--- src/rtl/quad_pkg.sv ---
// Shared state constants, direction type and Gray-code step decoder for the
// quadrature decoder channels.
package quad_pkg;

  localparam logic [1:0] ST_00 = 2'b00;
  localparam logic [1:0] ST_01 = 2'b01;
  localparam logic [1:0] ST_10 = 2'b10;
  localparam logic [1:0] ST_11 = 2'b11;

  typedef enum logic {
    CCW = 1'b0,
    CW  = 1'b1
  } dir_t;

  typedef struct packed {
    logic valid;
    logic illegal;
    dir_t dir;
  } step_t;

  // States are {B,A}; an unchanged state decodes as neither valid nor illegal.
  function automatic step_t decode_step(input logic [1:0] prev, input logic [1:0] cur);
    step_t s;
    s.valid   = 1'b0;
    s.illegal = 1'b0;
    s.dir     = CCW;
    case ({prev, cur})
      {ST_11, ST_01}, {ST_01, ST_00}, {ST_00, ST_10}, {ST_10, ST_11}: begin
        s.valid = 1'b1;
        s.dir   = CW;
      end
      {ST_11, ST_10}, {ST_10, ST_00}, {ST_00, ST_01}, {ST_01, ST_11}: begin
        s.valid = 1'b1;
      end
      {ST_00, ST_11}, {ST_11, ST_00}, {ST_01, ST_10}, {ST_10, ST_01}: begin
        s.illegal = 1'b1;
      end
      default: ;
    endcase
    return s;
  endfunction

endpackage

--- src/rtl/quad_channel.sv ---
// One encoder channel: synchroniser, stability filter, step decode,
// step accumulator and wrapping/saturating position counter.
module quad_channel
  import quad_pkg::*;
#(
  parameter int FILTER_LEN      = 4,
  parameter int STEPS_PER_EVENT = 1,
  parameter int CNT_W           = 8,
  parameter int WRAP            = 1
) (
  input  logic             clk,
  input  logic             reset,
  input  logic             rota,
  input  logic             rotb,
  input  logic             clear,
  output logic             rotateEvent,
  output logic             direction,
  output logic             err,
  output logic [CNT_W-1:0] position
);

  localparam int ACC_W = 4;
  localparam logic [7:0] FLEN = 8'(FILTER_LEN);
  localparam logic signed [ACC_W-1:0] SPE = ACC_W'(STEPS_PER_EVENT);

  logic [1:0] s1_p0, s2_p1, s2_prev_p1, filt_p2, filt_prev_p2;
  logic [7:0] stab_cnt_p1, stab_cnt_nxt;
  logic       load_p1;
  logic signed [ACC_W-1:0] acc_p3, acc_nxt, acc_sum, stp;
  logic [CNT_W-1:0] pos_nxt;
  logic       ev_nxt, err_nxt, dir_nxt;
  step_t      step;

  function automatic logic [CNT_W-1:0] step_pos(input logic [CNT_W-1:0] p, input logic up);
    if (up) begin
      if (WRAP == 0 && p == {CNT_W{1'b1}}) return p;
      return p + CNT_W'(1);
    end
    if (WRAP == 0 && p == {CNT_W{1'b0}}) return p;
    return p - CNT_W'(1);
  endfunction

  // ---- stage p1: stability counter over synchronised level ----
  always_comb begin
    stab_cnt_nxt = '0;
    load_p1      = 1'b0;
    if (s2_p1 == filt_p2)         stab_cnt_nxt = '0;
    else if (s2_p1 != s2_prev_p1) stab_cnt_nxt = 8'd1;
    else                          stab_cnt_nxt = stab_cnt_p1 + 8'd1;
    if (stab_cnt_nxt == FLEN) begin
      load_p1      = 1'b1;
      stab_cnt_nxt = '0;
    end
  end

  // ---- stage p3: decode, accumulate, position ----
  always_comb begin
    step    = decode_step(filt_prev_p2, filt_p2);
    acc_nxt = acc_p3;
    acc_sum = acc_p3;
    stp     = (step.dir == CW) ? 4'sd1 : -4'sd1;
    ev_nxt  = 1'b0;
    err_nxt = 1'b0;
    dir_nxt = direction;
    pos_nxt = position;
    if (step.illegal) begin
      err_nxt = 1'b1;
      acc_nxt = '0;
    end else if (step.valid) begin
      // Reversal restarts the count so a jittering detent cannot accumulate.
      if (acc_p3 == 4'sd0 || acc_p3[ACC_W-1] == stp[ACC_W-1]) acc_sum = acc_p3 + stp;
      else                                                  acc_sum = stp;
      if (acc_sum == SPE || acc_sum == -SPE) begin
        ev_nxt  = 1'b1;
        dir_nxt = step.dir;
        acc_nxt = '0;
        pos_nxt = step_pos(position, step.dir == CW);
      end else begin
        acc_nxt = acc_sum;
      end
    end
    if (clear) begin
      acc_nxt = '0;
      pos_nxt = '0;
    end
  end

  always_ff @(posedge clk) begin
    if (reset) begin
      s1_p0        <= {rotb, rota};
      s2_p1        <= {rotb, rota};
      s2_prev_p1   <= {rotb, rota};
      filt_p2      <= {rotb, rota};
      filt_prev_p2 <= {rotb, rota};
      stab_cnt_p1  <= '0;
      acc_p3       <= '0;
      rotateEvent  <= 1'b0;
      err          <= 1'b0;
      direction    <= 1'b0;
      position     <= '0;
    end else begin
      s1_p0        <= {rotb, rota};
      s2_p1        <= s1_p0;
      s2_prev_p1   <= s2_p1;
      stab_cnt_p1  <= stab_cnt_nxt;
      if (load_p1) filt_p2 <= s2_p1;
      filt_prev_p2 <= filt_p2;
      acc_p3       <= acc_nxt;
      rotateEvent  <= ev_nxt;
      err          <= err_nxt;
      direction    <= dir_nxt;
      position     <= pos_nxt;
    end
  end

endmodule

--- src/rtl/quad_decoder_multi.sv ---
// Multi-channel quadrature decoder: independent quad_channel instances with
// per-channel port slicing.
module quad_decoder_multi
  import quad_pkg::*;
#(
  parameter int CHANNELS        = 2,
  parameter int FILTER_LEN      = 4,
  parameter int STEPS_PER_EVENT = 1,
  parameter int CNT_W           = 8,
  parameter int WRAP            = 1
) (
  input  logic                      clk,
  input  logic                      reset,
  input  logic [CHANNELS-1:0]       rota,
  input  logic [CHANNELS-1:0]       rotb,
  input  logic [CHANNELS-1:0]       clear,
  output logic [CHANNELS-1:0]       rotateEvent,
  output logic [CHANNELS-1:0]       direction,
  output logic [CHANNELS-1:0]       err,
  output logic [CHANNELS*CNT_W-1:0] position
);

  for (genvar i = 0; i < CHANNELS; i++) begin : g_ch
    quad_channel #(
      .FILTER_LEN     (FILTER_LEN),
      .STEPS_PER_EVENT(STEPS_PER_EVENT),
      .CNT_W          (CNT_W),
      .WRAP           (WRAP)
    ) u_ch (
      .clk        (clk),
      .reset      (reset),
      .rota       (rota[i]),
      .rotb       (rotb[i]),
      .clear      (clear[i]),
      .rotateEvent(rotateEvent[i]),
      .direction  (direction[i]),
      .err        (err[i]),
      .position   (position[i*CNT_W +: CNT_W])
    );
  end

endmodule

--- config.mk ---
export PLATFORM = sky130hd
export DESIGN_NAME = quad_decoder_multi
export DESIGN_NICKNAME = d
export VERILOG_FILES = /design/src/rtl/quad_pkg.sv /design/src/rtl/quad_channel.sv /design/src/rtl/quad_decoder_multi.sv
export SDC_FILE = /design/constraint.sdc
export NUM_CORES = 1
export LEC_CHECK = 0
export BUFFER_PORTS_ARGS = -buffer_cell sky130_fd_sc_hd__buf_2
export CORE_MARGIN = 2
export CORE_UTILIZATION = 65
export DETAILED_ROUTE_END_ITERATION = 12
export PLACE_DENSITY = 0.88
export SYNTH_ARGS = -nofsm -noshare
export SYNTH_HDL_FRONTEND = slang
export SYNTH_SLANG_ARGS = --single-unit
--- constraint.sdc ---
create_clock -name clk -period 5.75 [get_ports clk]
set_input_delay 0.8625 -clock clk [delete_from_list [all_inputs] [get_ports clk]]
set_output_delay 0.8625 -clock clk [all_outputs]
set_load 0.005 [all_outputs]
* Yosys cells after proc, flatten, opt, wreduce, memory -nomap -nowiden *
Index checks and enable logic that the tools add are counted.

word-level totals
  register bits = 66
  bits in latches = 0
  RAM bits = 0
  memory bits (read-only) = 0
  input port bits = 8
  output and inout port bits = 22
  word-level logic and storage cells = 142
  memories = 0

operators by class
  add/sub/neg operators = 8
  multipliers = 0
  divide/modulo/power cells = 0
  magnitude comparators = 0
  equal/unequal tests = 36
  shifts and indexed selects = 0
  mux-type cells = 48
  bitwise gates (word level) = 4
  reductions and logical operators = 24

operator list
  kind                                                                 count
  8-bit 2-to-1 mux                                                     8
  4-bit == test (second input constant)                                12
  4-bit 2-to-1 mux                                                     10
  8-bit by 1-bit adder with 8-bit output (second input constant)       4
  4-bit by 2-bit == test with 1-bit output (second input constant)     6
  4-bit by 3-bit == test with 1-bit output (second input constant)     6
  1-bit 2-to-1 mux                                                     20
  2-bit 2-to-1 mux                                                     10
  4-bit by 1-bit == test with 1-bit output (second input constant)     4
  8-bit by 3-bit == test with 1-bit output (second input constant)     2
  4-bit OR reduction                                                   4
  8-bit OR reduction                                                   2
  8-bit by 1-bit subtractor with 8-bit output (second input constant)  2
  3-bit OR reduction                                                   4
  4-bit adder                                                          2
  4-bit logical NOT                                                    2
  2-bit OR reduction                                                   4
  3-bit AND reduction                                                  2
  2-bit == test                                                        2
  1-bit logical OR                                                     4
  2-bit inequality test                                                2
  1-bit inverter                                                       4
  2-bit nonzero test                                                   2
  1-bit == test                                                        2

* Longest topological paths before layout *
Gate-level depths: netlist of run 1.

  depth in word-level cells = 15
  mapped depth = 15
  gate-level depth less buffers = 11

* Cells and area by module *
Synthesis of run 1 repeated with hierarchy kept, for this count alone.

unflattened totals
  cells, all modules = 446
  area total of the unflattened synthesis = 3908.7 µm²

modules (own cells, without submodules)
  module        times used  cells each  area an instance (µm²)  sequential area each (µm²)
  quad_channel  2           223         1954.4                  680.7

* Least setup slack after synthesis of run 1 *
No wires, ideal clock.

  kind = register to register
  start = register g_ch[1].u_ch.filt_p2[1]
  end = register g_ch[1].u_ch.position[7]
  library setup time = 70 ps
  data arrival time = 2915 ps
  required time = 5680 ps
  path slack = 2765 ps
  cell stages (with the launch flop) = 15
  path buffers = 3
  clock period less this slack = 2985 ps
  cell sequence = edfxtp_1 > buf_2 > xnor2_1 > or2_1 > buf_2 > inv_2 > fa_1 > clkbuf_1 > inv_1 > nor3_1 > mux2i_1 > a21oi_1 > o211ai_2 > or3_1 > a21oi_1

RTL lines
  item                    RTL line             text
  start, declared         quad_channel.sv:26   logic [1:0] s1_p0, s2_p1, s2_prev_p1, filt_p2, filt_prev_p2;
  start signal, assigned  quad_channel.sv:93   filt_p2 <= {rotb, rota};
  start signal, assigned  quad_channel.sv:106  if (load_p1) filt_p2 <= s2_p1;
  end signal, assigned    quad_channel.sv:112  position <= pos_nxt;
  end, declared           quad_channel.sv:19   output logic [CNT_W-1:0] position

==> results of run 1 <==
-- cells by family (layout without fill, tap and decap cells) --
family	count (synthesis)	after routing
AND/OR/NAND/NOR	135	135
AO/OA/AOI/OAI	92	92
XOR/XNOR	51	51
flip-flops	66	66
multiplexers	12	12
buffers and inverters	54	74
adder cells (fa/ha/maj)	22	22
-- layout make-up --
| class | instances | area, µm² | area share |
|---|---|---|---|
| multi-input combinational | 312 | 2180 | 0.528 |
| sequential | 66 | 1360 | 0.330 |
| timing repair buffer | 29 | 145 | 0.0352 |
| clock buffer | 11 | 131 | 0.0319 |
| inverter | 29 | 116 | 0.0282 |
| clock inverter | 5 | 103 | 0.0249 |
| tap | 72 | 90.1 | 0.0219 |
-- routing by layer --
layer,global-route usage,up-vias,share of wire
met5,0,-,0
met4,0.125,0,0.024
met3,0.0607,22,0.044
met2,0.449,86,0.50
met1,0.280,1395,0.43
li1,-,1503,-
-- Yosys cell counts (2+ instances only) --
cell / instances
dfxtp_1: 62
nor2_1: 59
inv_1: 27
o21ai_0: 26
xnor2_1: 26
nand2_1: 22
xor2_1: 22
a21oi_1: 20
ha_1: 18
mux2i_1: 11
clkbuf_1: 9
nand3_1: 9
a211oi_1: 8
a21o_1: 8
nor3_1: 8
buf_4: 7
nor2b_1: 7
or2_2: 6
buf_2: 5
nand2b_1: 5
edfxtp_1: 4
fa_1: 4
o22ai_1: 4
a31oi_1: 3
or4_1: 3
buf_6: 2
nand4_1: 2
nor3_2: 2
nor4_1: 2
o21ba_2: 2
o31a_1: 2
o41ai_1: 2
or2_1: 2
or3_1: 2
xnor2_2: 2
-- per-stage QoR --
stage	utilization	hold WS, ns	std cells	power [mW]	worst slack (ns)
floorplan	-	0.415	432	1.15	2.76
global placement	0.698	0.418	508	1.22	2.18
detailed placement	0.698	0.435	508	1.26	1.97
CTS	0.740	0.447	524	1.73	1.84
global route	0.740	0.473	524	1.84	1.62
finish	0.740	0.447	524	1.73	1.78
-- worst max path at each step --
stage                             from                        to  slack (ns)
2_1_floorplan  g_ch[1].u_ch.filt_p2[1]  g_ch[1].u_ch.position[7]        2.76
3_3_place_gp   g_ch[1].u_ch.filt_p2[1]  g_ch[1].u_ch.position[1]        2.18
3_5_place_dp   g_ch[1].u_ch.filt_p2[1]  g_ch[1].u_ch.position[1]        1.97
4_1_cts        g_ch[1].u_ch.filt_p2[1]  g_ch[1].u_ch.position[1]        1.84
5_1_grt        g_ch[1].u_ch.filt_p2[1]  g_ch[1].u_ch.position[1]        1.62
6_report       g_ch[1].u_ch.filt_p2[1]  g_ch[1].u_ch.position[1]        1.78
-- critical path, cell delays in order, from the launching register on --
cell and delay (ns):
edfxtp_1 0.50, xnor2_1 0.22, or2_1 0.42, inv_2 0.21, fa_1 0.65, nand4b_1 0.15, o21ai_0 0.09, a211oi_1 0.43
a21oi_1 0.13, o211ai_2 0.58, mux2_2 0.41, nor2_1 0.11
-- report_power, final --
group	switching [mW]	internal [mW]	total (mW)
combinational	0.395	0.304	0.699
clock	0.177	0.288	0.464
sequential	0.0513	0.516	0.567
-- registers in the layout, indices dropped and copies added, names as in the netlist --
name,cells
g_ch.u_ch.acc_p3,8
g_ch.u_ch.direction,2
g_ch.u_ch.err,2
g_ch.u_ch.filt_p2,4
g_ch.u_ch.filt_prev_p2,4
g_ch.u_ch.position,16
g_ch.u_ch.rotateEvent,2
g_ch.u_ch.s1_p0,4
g_ch.u_ch.s2_p1,4
g_ch.u_ch.s2_prev_p1,4
g_ch.u_ch.stab_cnt_p1,16
==> flow_metrics.env, run 1 <==
export IMPL_port_buffers=29
export IMPL_synth_top_area_frac=0.326
export IMPL_p_leak_nw=1.75
export IMPL_num_vias=3006
export IMPL_post_cts_buffers=0
export IMPL_yosysSeqAreaShare=0.357
export IMPL_area_delta_synth_final_pct=8.17
export IMPL_vdd_drop_max_v=0.000311
export IMPL_drt_iter0_markers=127
export IMPL_endpoint_kind="flip-flop"
export IMPL_setup_viol=0
export IMPL_io_pins=30
export IMPL_htreeDepth=3
export IMPL_fin_setup_tns_ns=0
export IMPL_ys_ff_latch=66
export IMPL_r2r_start="g_ch[1].u_ch.filt_p2[1]"
export IMPL_whs_path_depth=2
export IMPL_synth_simple_gate_area_frac=0.169
export IMPL_fin_area_um2=4120
export IMPL_gp_congestion=0.981
export IMPL_cts_root_buffer="clkbuf_8"
export IMPL_rows=27
export IMPL_max_slew_margin=0.539
export IMPL_avgRoutedWirePerCell_um=14.2
export IMPL_cp_data_arrival_time_ns=4.24
export IMPL_path_max_fanout=13
export IMPL_layout_commonest_cell="dfxtp_1"
export IMPL_tightest_slew_ns=0.690
export IMPL_yosys_area_top_type="dfxtp_1"
export IMPL_grt_max_degree=32
export IMPL_grt_pass1_vias=2980
export IMPL_ctsResizeCount=0
export IMPL_max_freq_ghz=0.252
export IMPL_netlist_area_um2=3810
export IMPL_slew_viol_final=0
export IMPL_reg2reg_depth=11
export IMPL_post_route_period_util=0.690
export IMPL_viasPerCell=5.74
export IMPL_synth_cells=432
export IMPL_cap_viol_max_count=0
export IMPL_cts_buffer_depth=2
export IMPL_cts_hold_buf=0
export IMPL_crit_type="reg -> reg"
export IMPL_finalHoldViolations=0
export IMPL_ant_nets=0
export IMPL_ys_flop_type="dfxtp_1"
export IMPL_worstReg2RegEnd="g_ch[1].u_ch.position[1]"
export IMPL_antenna_found_initial=0
export IMPL_cts_clk_slew_worst_paths_ns=0.07
export IMPL_grt_overflow=0
export IMPL_fill_cells=382
export IMPL_core_um2=5570
export IMPL_synth_area_per_cell_um2=8.82
export IMPL_clock_skew_ns=0.00777
export IMPL_dp_hpwl_um=5280
export IMPL_synthDistinctLibCells=64
export IMPL_drive_above_1_share=0.150
export IMPL_die_h_um=80.6
export IMPL_drt_first_pass_iters=4
export IMPL_insertion_delay_ns=0.34
export IMPL_synth_xor_area_frac=0.126
export IMPL_synth_fa_ha_area_frac=0.0801
export IMPL_critPathRequiredTime_ns=6.03
export IMPL_yosysWarnings=0
export IMPL_grt_pass1_wl_um=12700
export IMPL_status="finished clean"
export IMPL_synthMuxAreaShare=0.0318
export IMPL_synth_area_leaders="dfxtp_1 33%, xnor2_1 6.0%, ha_1 5.9%"
export IMPL_hp_class="reg -> reg"
export IMPL_grt_usage=0.253
export IMPL_antennaDiodeCount=0
export IMPL_routed_wl_um=7440
export IMPL_hp_start="g_ch[0].u_ch.s1_p0[1]"
export IMPL_synth_top_family_by_area="simple AND/OR/NAND/NOR gates"
export IMPL_nNetsFinal=477
export IMPL_clock_sinks=66
export IMPL_holdPathEnd="g_ch[0].u_ch.s2_p1[1]"
export IMPL_grt_setup_unrepaired="false"
export IMPL_synth_compound_area_share=0.164
export IMPL_power_density_nw_per_um2=420
export IMPL_synth_nets=462
export IMPL_reg2reg_slack_ns=1.78
export IMPL_synthArstFlopShare=0
export IMPL_cp_start_kind="flip-flop"
export IMPL_start_util=0.684
export IMPL_cts_tree="done"
export IMPL_cts_buffers=9
export IMPL_placed_area_um2=3890
export IMPL_period_minus_slack_ns=3.97
export IMPL_drc=0
export IMPL_final_cell_mix="62 x dfxtp_1, 59 x nor2_1, 29 x buf_2"
export IMPL_die_area_um2=6490
export IMPL_synth_edf_count=4
export IMPL_dieWidth_um=80.6
Power figures use the tool's default switching activity.
==> inputs of run 2 (changes only) <==
--- a/config.mk
+++ b/config.mk
@@ -5,11 +5,12 @@
 export SDC_FILE = /design/constraint.sdc
 export NUM_CORES = 1
 export LEC_CHECK = 0
+export ABC_AREA = 1
 export BUFFER_PORTS_ARGS = -buffer_cell sky130_fd_sc_hd__buf_2
 export CORE_MARGIN = 2
-export CORE_UTILIZATION = 65
+export CORE_UTILIZATION = 60
 export DETAILED_ROUTE_END_ITERATION = 12
-export PLACE_DENSITY = 0.88
+export PLACE_DENSITY = 0.83
 export SYNTH_ARGS = -nofsm -noshare
 export SYNTH_HDL_FRONTEND = slang
 export SYNTH_SLANG_ARGS = --single-unit
==> constraint.sdc (replaced) <==
create_clock -name clk -period 3.7 [get_ports clk]
set_input_delay 0.555 -clock clk [delete_from_list [all_inputs] [get_ports clk]]
set_output_delay 0.555 -clock clk [all_outputs]
set_load 0.005 [all_outputs]
==> run 2 against run 1 <==
Net effect: cell count increased by 23%; routed wire length rose by 1.8%; setup slack got worse by 0.78 ns; first-iteration DRC count increased by 29%; synthesized cell count rose by 24%; combinational power up 21%; largest power group is now sequential cells.
==> flow_metrics.env, run 2 <==
export IMPL_nNetsFinal=597
export IMPL_synth_area_per_cell_um2=6.95
export IMPL_avgRoutedWirePerCell_um=11.7
export IMPL_cts_buffers=9
export IMPL_post_cts_buffers=0
export IMPL_synth_cells=537
export IMPL_reg2reg_slack_ns=1.01
export IMPL_dieWidth_um=82.8
export IMPL_grt_max_degree=25
export IMPL_drt_first_pass_iters=5
export IMPL_cts_buffer_depth=2
export IMPL_synthDistinctLibCells=33
export IMPL_tightest_slew_ns=0.622
export IMPL_power_density_nw_per_um2=574
export IMPL_cts_hold_buf=0
export IMPL_fin_setup_tns_ns=0
export IMPL_port_buffers=29
export IMPL_post_route_period_util=0.728
export IMPL_io_pins=30
export IMPL_crit_family="simple AND/OR/NAND/NOR gates"
export IMPL_cts_clk_slew_worst_paths_ns=0.07
export IMPL_crit_path_end="g_ch[1].u_ch.position[1]"
export IMPL_cap_viol_max_count=0
export IMPL_die_h_um=82.8
export IMPL_cp_data_arrival_time_ns=2.93
export IMPL_rows=28
export IMPL_reg_top3="g_ch.u_ch.position x16, g_ch.u_ch.stab_cnt_p1 x16, g_ch.u_ch.acc_p3 x8"
export IMPL_top_usage_layer="met2"
export IMPL_grt_pass1_wl_um=12900
export IMPL_core_um2=5960
export IMPL_clock_sinks=66
export IMPL_final_cell_mix="126 x nand2_1, 96 x nor2_1, 66 x inv_1"
export IMPL_gr_usage_met2=0.377
export IMPL_drc=0
export IMPL_antenna_found_initial=0
export IMPL_crit_slowest_cell="edfxtp_1"
export IMPL_critPathRequiredTime_ns=3.94
export IMPL_met1_usage=0.283
export IMPL_yosysSeqAreaShare=0.365
export IMPL_dp_hpwl_um=5640
export IMPL_insertion_delay_ns=0.35
export IMPL_critPathMaxStageDelay_ns=0.45
export IMPL_die_area_um2=6860
export IMPL_num_vias=3354
export IMPL_period_minus_slack_ns=2.69
export IMPL_vdd_drop_max_v=0.000378
export IMPL_r2r_start="g_ch[1].u_ch.filt_p2[1]"
export IMPL_cp_num_cells=16
export IMPL_post_route_util=0.691
export IMPL_crit_path_start="g_ch[1].u_ch.filt_p2[1]"
export IMPL_slew_viol_final=0
export IMPL_ys_flop_type="dfxtp_1"
export IMPL_antennaDiodeCount=0
export IMPL_worstReg2RegEnd="g_ch[1].u_ch.position[1]"
export IMPL_area_delta_synth_final_pct=10.4
export IMPL_endpoint_kind="flip-flop"
export IMPL_max_slew_margin=0.584
export IMPL_p_leak_nw=1.98
export IMPL_grt_overflow=0
export IMPL_routed_wl_um=7580
export IMPL_layout_commonest_cell="nand2_1"
export IMPL_setup_viol=0
export IMPL_synth_area_leaders="dfxtp_1 33%, nand2_1 13%, nor2_1 9.7%"
export IMPL_synth_nets=567
export IMPL_finalHoldViolations=0
export IMPL_status="finished clean"
export IMPL_ant_nets=0
export IMPL_crit_buf_inv=2
export IMPL_synthTopCellsByCount="126 x nand2_1, 96 x nor2_1, 66 x inv_1"
export IMPL_use_met3=0.0596
export IMPL_synthArstFlopShare=0
export IMPL_netlist_area_um2=3730
export IMPL_grt_setup_unrepaired="false"
export IMPL_fill_cells=529
export IMPL_yosysWarnings=0
export IMPL_drive_above_1_share=0.0998
export IMPL_ctsResizeCount=0
export IMPL_cp_start_kind="flip-flop"
export IMPL_synth_top_area_frac=0.333
export IMPL_ys_ff_latch=66
export IMPL_yosys_area_top_type="dfxtp_1"
export IMPL_start_util=0.626
export IMPL_yosysMostFrequentCell="nand2_1"
export IMPL_clock_skew_ns=0.0122
export IMPL_crit_type="reg -> reg"
export IMPL_cts_tree="done"
export IMPL_cpMostUsedCell="nand2_1"
export IMPL_synth_edf_count=4
export IMPL_reg2reg_depth=16
export IMPL_cp_cell_sequence="inv_2, nand2_1, nand2_1, nand2_2, inv_1, fa_1, xnor2_1, nand2_1, nand2_1, nand2_1, nand2_1, nand2_2, nor2_4, nand2_1, nand2_1, nor2_1"
export IMPL_gp_congestion=0.944
export IMPL_viasPerCell=5.19
export IMPL_grt_pass1_vias=3091
export IMPL_htreeDepth=3
export IMPL_cts_root_buffer="clkbuf_8"
export IMPL_path_max_fanout=17
export IMPL_drt_iter0_markers=164
export IMPL_hp_class="in -> reg"
export IMPL_max_freq_ghz=0.371
export IMPL_grt_usage=0.228
==> run 2: changes by cell type after synthesis, sizes merged, moves of 11 or more <==
cell / change
inv: +40
mux2i: -11
nand2: +111
nand3: +31
nor2: +38
xnor2: -14
xor2: -12
==> run 2: worst min-delay path by stage <==
stage                          start                     to  cells after the start
3_3_place_gp   g_ch[0].u_ch.s1_p0[0]  g_ch[0].u_ch.s2_p1[0]                      2
5_1_grt                      rota[1]  g_ch[1].u_ch.s1_p0[0]                      1
6_report                     rotb[0]  g_ch[0].u_ch.s1_p0[1]                      1
2_1_floorplan  g_ch[0].u_ch.s1_p0[0]  g_ch[0].u_ch.s2_p1[0]                      2
3_5_place_dp   g_ch[1].u_ch.s1_p0[0]  g_ch[1].u_ch.s2_p1[0]                      2
4_1_cts                      rota[1]  g_ch[1].u_ch.s1_p0[0]                      1
==> run 2: per-stage QoR <==
stage                     total power, mW  setup WS (ns)  cells  cell area [µm²]  hold slack (ns)
after detailed placement             1.71           1.03    631             3900            0.405
final                                2.36           1.01    646             4120            0.322
after CTS                            2.37           1.00    646             4120            0.309
after global placement               1.67           1.14    631             3900            0.399
after floorplan                      1.55           1.34    537             3730            0.396
after global routing                 2.53          0.743    646             4120            0.305
==> run 2: cell type report <==
type,instances,area (µm²),area share
Inverter,69,259,0.0629
Timing Repair Buffer,29,145,0.0352
Multi-Input combinational cell,392,2040,0.496
Tap cell,75,93.8,0.0228
Sequential cell,66,1360,0.331
Clock inverter,6,92.6,0.0225
Clock buffer,9,124,0.0301
==> run 2: kinds of logic (layout without fill, tap and decap cells) <==
family                     count (synthesis)  after routing  share of synthesized area
AOI/OAI and AO/OA                         50             50                     0.0725
xor gates and xnor gates                  25             25                     0.0587
adders and majority gates                 22             22                     0.0819
buffers and inverters                     79            113                     0.0876
DFF                                       66             66                      0.365
and+or+nand+nor                          295            295                      0.334
==> run 2: where the power goes <==
part           switching [mW]  total, mW  internal, mW
Clock                   0.285      0.662         0.377
Sequential             0.0610      0.856         0.795
Combinational           0.531      0.845         0.314
Total                   0.877       2.36          1.49
==> run 2: metal layers <==
layer | wire, µm | part of all wire | vias to the layer above
met5 | 0 | 0 | -
met4 | 132 | 0.017 | 0
met3 | 325 | 0.043 | 11
met2 | 3550 | 0.47 | 66
met1 | 3570 | 0.47 | 1514
li1 | - | - | 1763
